$ cat src/rtl/ap_result_reader.sv
// Launches an associative-processor computation, waits for completion, then reads
// the result rows back one at a time and streams them out over a valid/ready port.
`timescale 1ns/1ps
module ap_result_reader #(
    parameter int WORD_SIZE   = 8,
    parameter int CELL_QUANT  = 512,
    parameter int ADDR_W      = $clog2(CELL_QUANT),
    parameter int RD_LAT      = 1,
    parameter int TIMEOUT_CYC = 65535
) (
    input  logic                 CLK100MHZ,
    input  logic                 rst,
    input  logic                 start,
    input  logic [ADDR_W-1:0]    rd_count,
    output logic                 busy,
    output logic                 done,
    output logic                 timeout_err,
    output logic                 ap_mode,
    output logic [1:0]           ap_sel_col,
    output logic                 ap_read_en,
    output logic [ADDR_W-1:0]    ap_addr,
    input  logic [WORD_SIZE-1:0] ap_data_out,
    input  logic                 ap_state_irq,
    output logic                 m_valid,
    input  logic                 m_ready,
    output logic [WORD_SIZE-1:0] m_data,
    output logic [ADDR_W-1:0]    m_addr,
    output logic                 m_last
);

    localparam int TW = $clog2(TIMEOUT_CYC + 1);
    localparam int LW = (RD_LAT > 1) ? $clog2(RD_LAT) : 1;

    typedef enum logic [2:0] {
        IDLE,
        RUN,
        RD_REQ,
        RD_WAIT,
        OUT,
        FIN
    } state_t;

    state_t            state;
    state_t            state_next;
    logic [ADDR_W-1:0] row;
    logic [ADDR_W-1:0] last_row;
    logic [TW-1:0]     tmo_cnt;
    logic [LW-1:0]     lat_cnt;
    logic              tmo_hit;
    logic              lat_done;

    assign tmo_hit  = (tmo_cnt == TW'(TIMEOUT_CYC - 1));
    assign lat_done = (lat_cnt == LW'(RD_LAT - 1));

    assign busy       = (state != IDLE);
    assign done       = (state == FIN);
    assign ap_mode    = (state == RUN);
    assign ap_read_en = (state == RD_REQ);
    assign ap_sel_col = (state == RD_REQ || state == RD_WAIT) ? 2'd2 : 2'd0;
    assign ap_addr    = row;
    assign m_valid    = (state == OUT);

    always_ff @(posedge CLK100MHZ or posedge rst) begin
        if (rst) begin
            state <= IDLE;
        end else begin
            state <= state_next;
        end
    end

    always_comb begin
        state_next = state;
        case (state)
            IDLE:    if (start) state_next = RUN;
            // A completion seen in the same cycle as the timeout still counts as success.
            RUN: begin
                if (ap_state_irq) begin
                    state_next = RD_REQ;
                end else if (tmo_hit) begin
                    state_next = FIN;
                end
            end
            RD_REQ:  state_next = RD_WAIT;
            RD_WAIT: if (lat_done) state_next = OUT;
            OUT: begin
                if (m_ready) begin
                    state_next = m_last ? FIN : RD_REQ;
                end
            end
            FIN:     state_next = IDLE;
            default: state_next = IDLE;
        endcase
    end

    always_ff @(posedge CLK100MHZ or posedge rst) begin
        if (rst) begin
            row         <= '0;
            last_row    <= '0;
            tmo_cnt     <= '0;
            lat_cnt     <= '0;
            timeout_err <= 1'b0;
            m_data      <= '0;
            m_addr      <= '0;
            m_last      <= 1'b0;
        end else begin
            case (state)
                IDLE: begin
                    if (start) begin
                        // Storing the final row index keeps a count of 0 (full array) in ADDR_W bits.
                        last_row    <= (rd_count == '0) ? ADDR_W'(CELL_QUANT - 1)
                                                        : rd_count - ADDR_W'(1);
                        timeout_err <= 1'b0;
                        tmo_cnt     <= '0;
                        row         <= '0;
                    end
                end
                RUN: begin
                    tmo_cnt <= tmo_cnt + TW'(1);
                    if (ap_state_irq) begin
                        row <= '0;
                    end else if (tmo_hit) begin
                        timeout_err <= 1'b1;
                    end
                end
                RD_REQ: lat_cnt <= '0;
                RD_WAIT: begin
                    lat_cnt <= lat_cnt + LW'(1);
                    if (lat_done) begin
                        m_data <= ap_data_out;
                        m_addr <= row;
                        m_last <= (row == last_row);
                    end
                end
                OUT: begin
                    if (m_ready && !m_last) begin
                        row <= row + ADDR_W'(1);
                    end
                end
                default: ;
            endcase
        end
    end

endmodule
$ cat config.mk
export PLATFORM = sky130hd
export DESIGN_NAME = ap_result_reader
export DESIGN_NICKNAME = d
export VERILOG_FILES = /design/src/rtl/ap_result_reader.sv
export SDC_FILE = /design/constraint.sdc
export NUM_CORES = 1
export LEC_CHECK = 0
export BUFFER_PORTS_ARGS = -buffer_cell sky130_fd_sc_hd__buf_2
export CAP_MARGIN = 20
export CORE_ASPECT_RATIO = 1.4
export CORE_MARGIN = 4
export CORE_UTILIZATION = 34
export DETAILED_ROUTE_END_ITERATION = 6
export PLACE_DENSITY = 0.61
export SYNTH_ARGS = -nofsm -noshare
export SYNTH_HDL_FRONTEND = slang
export SYNTH_SLANG_ARGS = --single-unit
$ cat constraint.sdc
create_clock -name CLK100MHZ -period 5.6 [get_ports CLK100MHZ]
set_clock_uncertainty 0.05 [all_clocks]
set_input_delay 1.4 -clock CLK100MHZ [delete_from_list [all_inputs] [get_ports CLK100MHZ]]
set_output_delay 1.4 -clock CLK100MHZ [all_outputs]
set_load 0.03 [all_outputs]
==> out/qor.yml <==
status:
  status: "finished, final reports clean"
layout:
  nets: 370
  final_common_cell: "dfrtp_1"
  area_delta_synth_final_pct: 23.8
  final_cell_mix: "57 x dfrtp_1, 55 x buf_2, 26 x nand2_1"
  fillerInstances: 799
  antenna_cells: 0
  drive_gt1_share_pct: 28.1
routing:
  routedWlPerCell_um: 14.1
  route.detailed.drc: 0
  wirelength_um: 6380
  via_count: 2375
  antenna_left: 0
  vias_per_cell: 5.27
  first_pass_iters: 4
  first_iter_violations: 101
timing:
  hold-worst-slack_ps: 422
  setup_viol: 0
  setup_tns_ps: 0
  rsz0062_at_grt: "no"
  max_slew_margin_pct: 55.3
  fin_crit_sh_pct: 59.8
  worst_slew_pin_slew_ps: 667
  finalCriticalPeriod_ps: 3350
  fmax_mhz: 299
  hold_viol: 0
  finalMaxSlewViolations: 0
global_route:
  antenna_found_initial: 0
  grt_max_degree: 47
  grt-ovfl-total: 0
  grt_pass1_vias: 2354
  grt_pass1_wl_um: 11000
  grtUsageTotal_pct: 13.4
place:
  place_hpwl_um: 4720
  numPortBuffers: 55
  routabilityCongestion: 0.800
die:
  die_y_um: 118
  io_pins: 57
  dieArea_mm2: 0.0101
  dieWidth_um: 86.2
  coreArea_mm2: 0.00825
  start_util_pct: 35.3
  fp-row-count: 39
logic_synthesis:
  synth.net_count: 312
  ys_seq_area_share_pct: 49.0
  syn-cell-area_mm2: 0.00291
  async_reset_ff_share_pct: 100
  ys_ff_latch: 57
  synth.avg_cell_area_um2: 10.2
  ys.warnings.count: 0
  ys_types: 47
  netlist_instances: 286
  ys.flop_type: "dfrtp_1"
  synth_edf_count: 0
run:
  drv_cap: 0
power:
  powerDensity_mw_per_mm2: 484
  power_mw: 1.75
  ir_drop_uv: 203
  p_leak_nw: 1.71
min_path:
  worstHoldPathType: "reg -> reg"
clock_network:
  cts_setup_buffers: 0
  cts_buffers: 9
  clk_path_buf_depth: 2
  clk_latency_ps: 320
  htree_levels: 3
  cts_tree: "yes"
  clk_pin_slew_ps: 50
  cts_hold_buf: 0
  clock_sinks: 57
  ctsResizeCount: 0
  cts-root-buf: "clkbuf_16"
worst_setup_path:
  required_ps: 4150
  crit_type: "reg -> out"
  cp.arrival_ps: 1900
  cp-end-kind: "output pin"
  critPathLaunchType: "flop"
  crit_path_max_fanout: 15
where the power goes:
group          switching, mW  internal [mW]  total [mW]
Clock                  0.169          0.379       0.549
Sequential             0.112          0.512       0.624
Combinational          0.356          0.217       0.574
Total                  0.637           1.11        1.75
worst max-delay path, cell delays in order (launching register included):
cell,delay [ps]
dfrtp_1,630
or3b_1,580
inv_6,160
buf_2,210
cell usage after synthesis, types with 2 or more instances:
master / number / share of area, %
and3_1: 8 / 1.7
o22ai_1: 2 / 0.43
a211oi_1: 2 / 0.52
a31oi_1: 7 / 1.5
nor3b_1: 3 / 0.77
o221ai_1: 2 / 0.60
or4_1: 3 / 0.77
and4_1: 2 / 0.60
a41oi_1: 2 / 0.60
nand2_1: 26 / 3.4
o21ai_0: 13 / 2.2
nor2_1: 21 / 2.7
buf_4: 3 / 0.77
buf_2: 4 / 0.69
xnor2_1: 9 / 2.7
o211ai_1: 3 / 0.77
nand2b_1: 6 / 1.3
o31ai_1: 5 / 1.3
nor3_1: 3 / 0.52
mux2i_1: 8 / 2.7
nor2b_1: 3 / 0.64
nand3_1: 9 / 1.5
ha_1: 4 / 1.7
dfrtp_1: 57 / 49
inv_1: 14 / 1.8
nand4_1: 6 / 1.3
xor2_1: 6 / 1.8
a21oi_1: 17 / 2.9
clkbuf_1: 4 / 0.52
mux2_2: 17 / 6.6
state kept, by name, summed over array words and instances (netlist names):
register,count
lat_cnt,1
state,3
last_row,9
timeout_err,1
m_last,1
m_addr,9
tmo_cnt,16
ap_addr,9
m_data,8
cell families (layout without fill, tap and decap cells):
group	count (synthesis)	in the layout	synth area share (%)
AND/OR/NAND/NOR	101	101	19.1
AO/OA/AOI/OAI	57	57	12.2
flip-flops	57	57	49.0
buffers and inverters	26	89	4.08
multiplexers	25	25	9.32
XOR/XNOR	15	15	4.51
adder cells (fa/ha/maj)	4	4	1.72
other	1	1	0.129
area by class of cell:
cell class | count | area [um^2] | share of cell area, %
multi-input combinational | 203 | 1380 | 38.4
sequential | 57 | 1430 | 39.6
clock buffer | 14 | 274 | 7.60
tap | 102 | 128 | 3.54
timing repair buffer | 58 | 298 | 8.26
clock inverter | 2 | 35.0 | 0.972
inverter | 15 | 61.3 | 1.70
per-stage QoR:
stage | std cells | util (%) | setup WS (ps) | instance area [um^2]
2_1_floorplan | 286 | - | 2660 | 2910
3_3_place_gp | 435 | 40.0 | 2630 | 3300
3_5_place_dp | 435 | 40.0 | 2600 | 3300
4_1_cts | 451 | 43.7 | 2250 | 3600
5_1_grt | 451 | 43.7 | 2150 | 3600
6_report | 451 | 43.7 | 2250 | 3600
path summary, 6_finish.rpt:
path,from,to,slack [ps],depth (start not counted)
hold / removal,tmo_cnt[11]$_DFFE_PP0P_,tmo_cnt[11]$_DFFE_PP0P_,420,1
setup reg to reg,state[2]$_DFFE_PP0P_,last_row[2]$_DFFE_PP0P_,3390,4
max in group asynchronous,rst,m_data[3]$_DFFE_PP0P_,3710,3
hold reg to reg,tmo_cnt[11]$_DFFE_PP0P_,tmo_cnt[11]$_DFFE_PP0P_,420,1
setup / recovery,state[0]$_DFFE_PP0P_,ap_mode,2250,3
min in group asynchronous,rst,tmo_cnt[13]$_DFFE_PP0P_,950,2
layer usage:
layer,global-route usage [%],part of all wire [%]
met3,3.57,6.3
met5,0,0
met2,22.9,51
met1,15.3,41
met4,6.43,2.1
(Power assumes the default switching activity.)
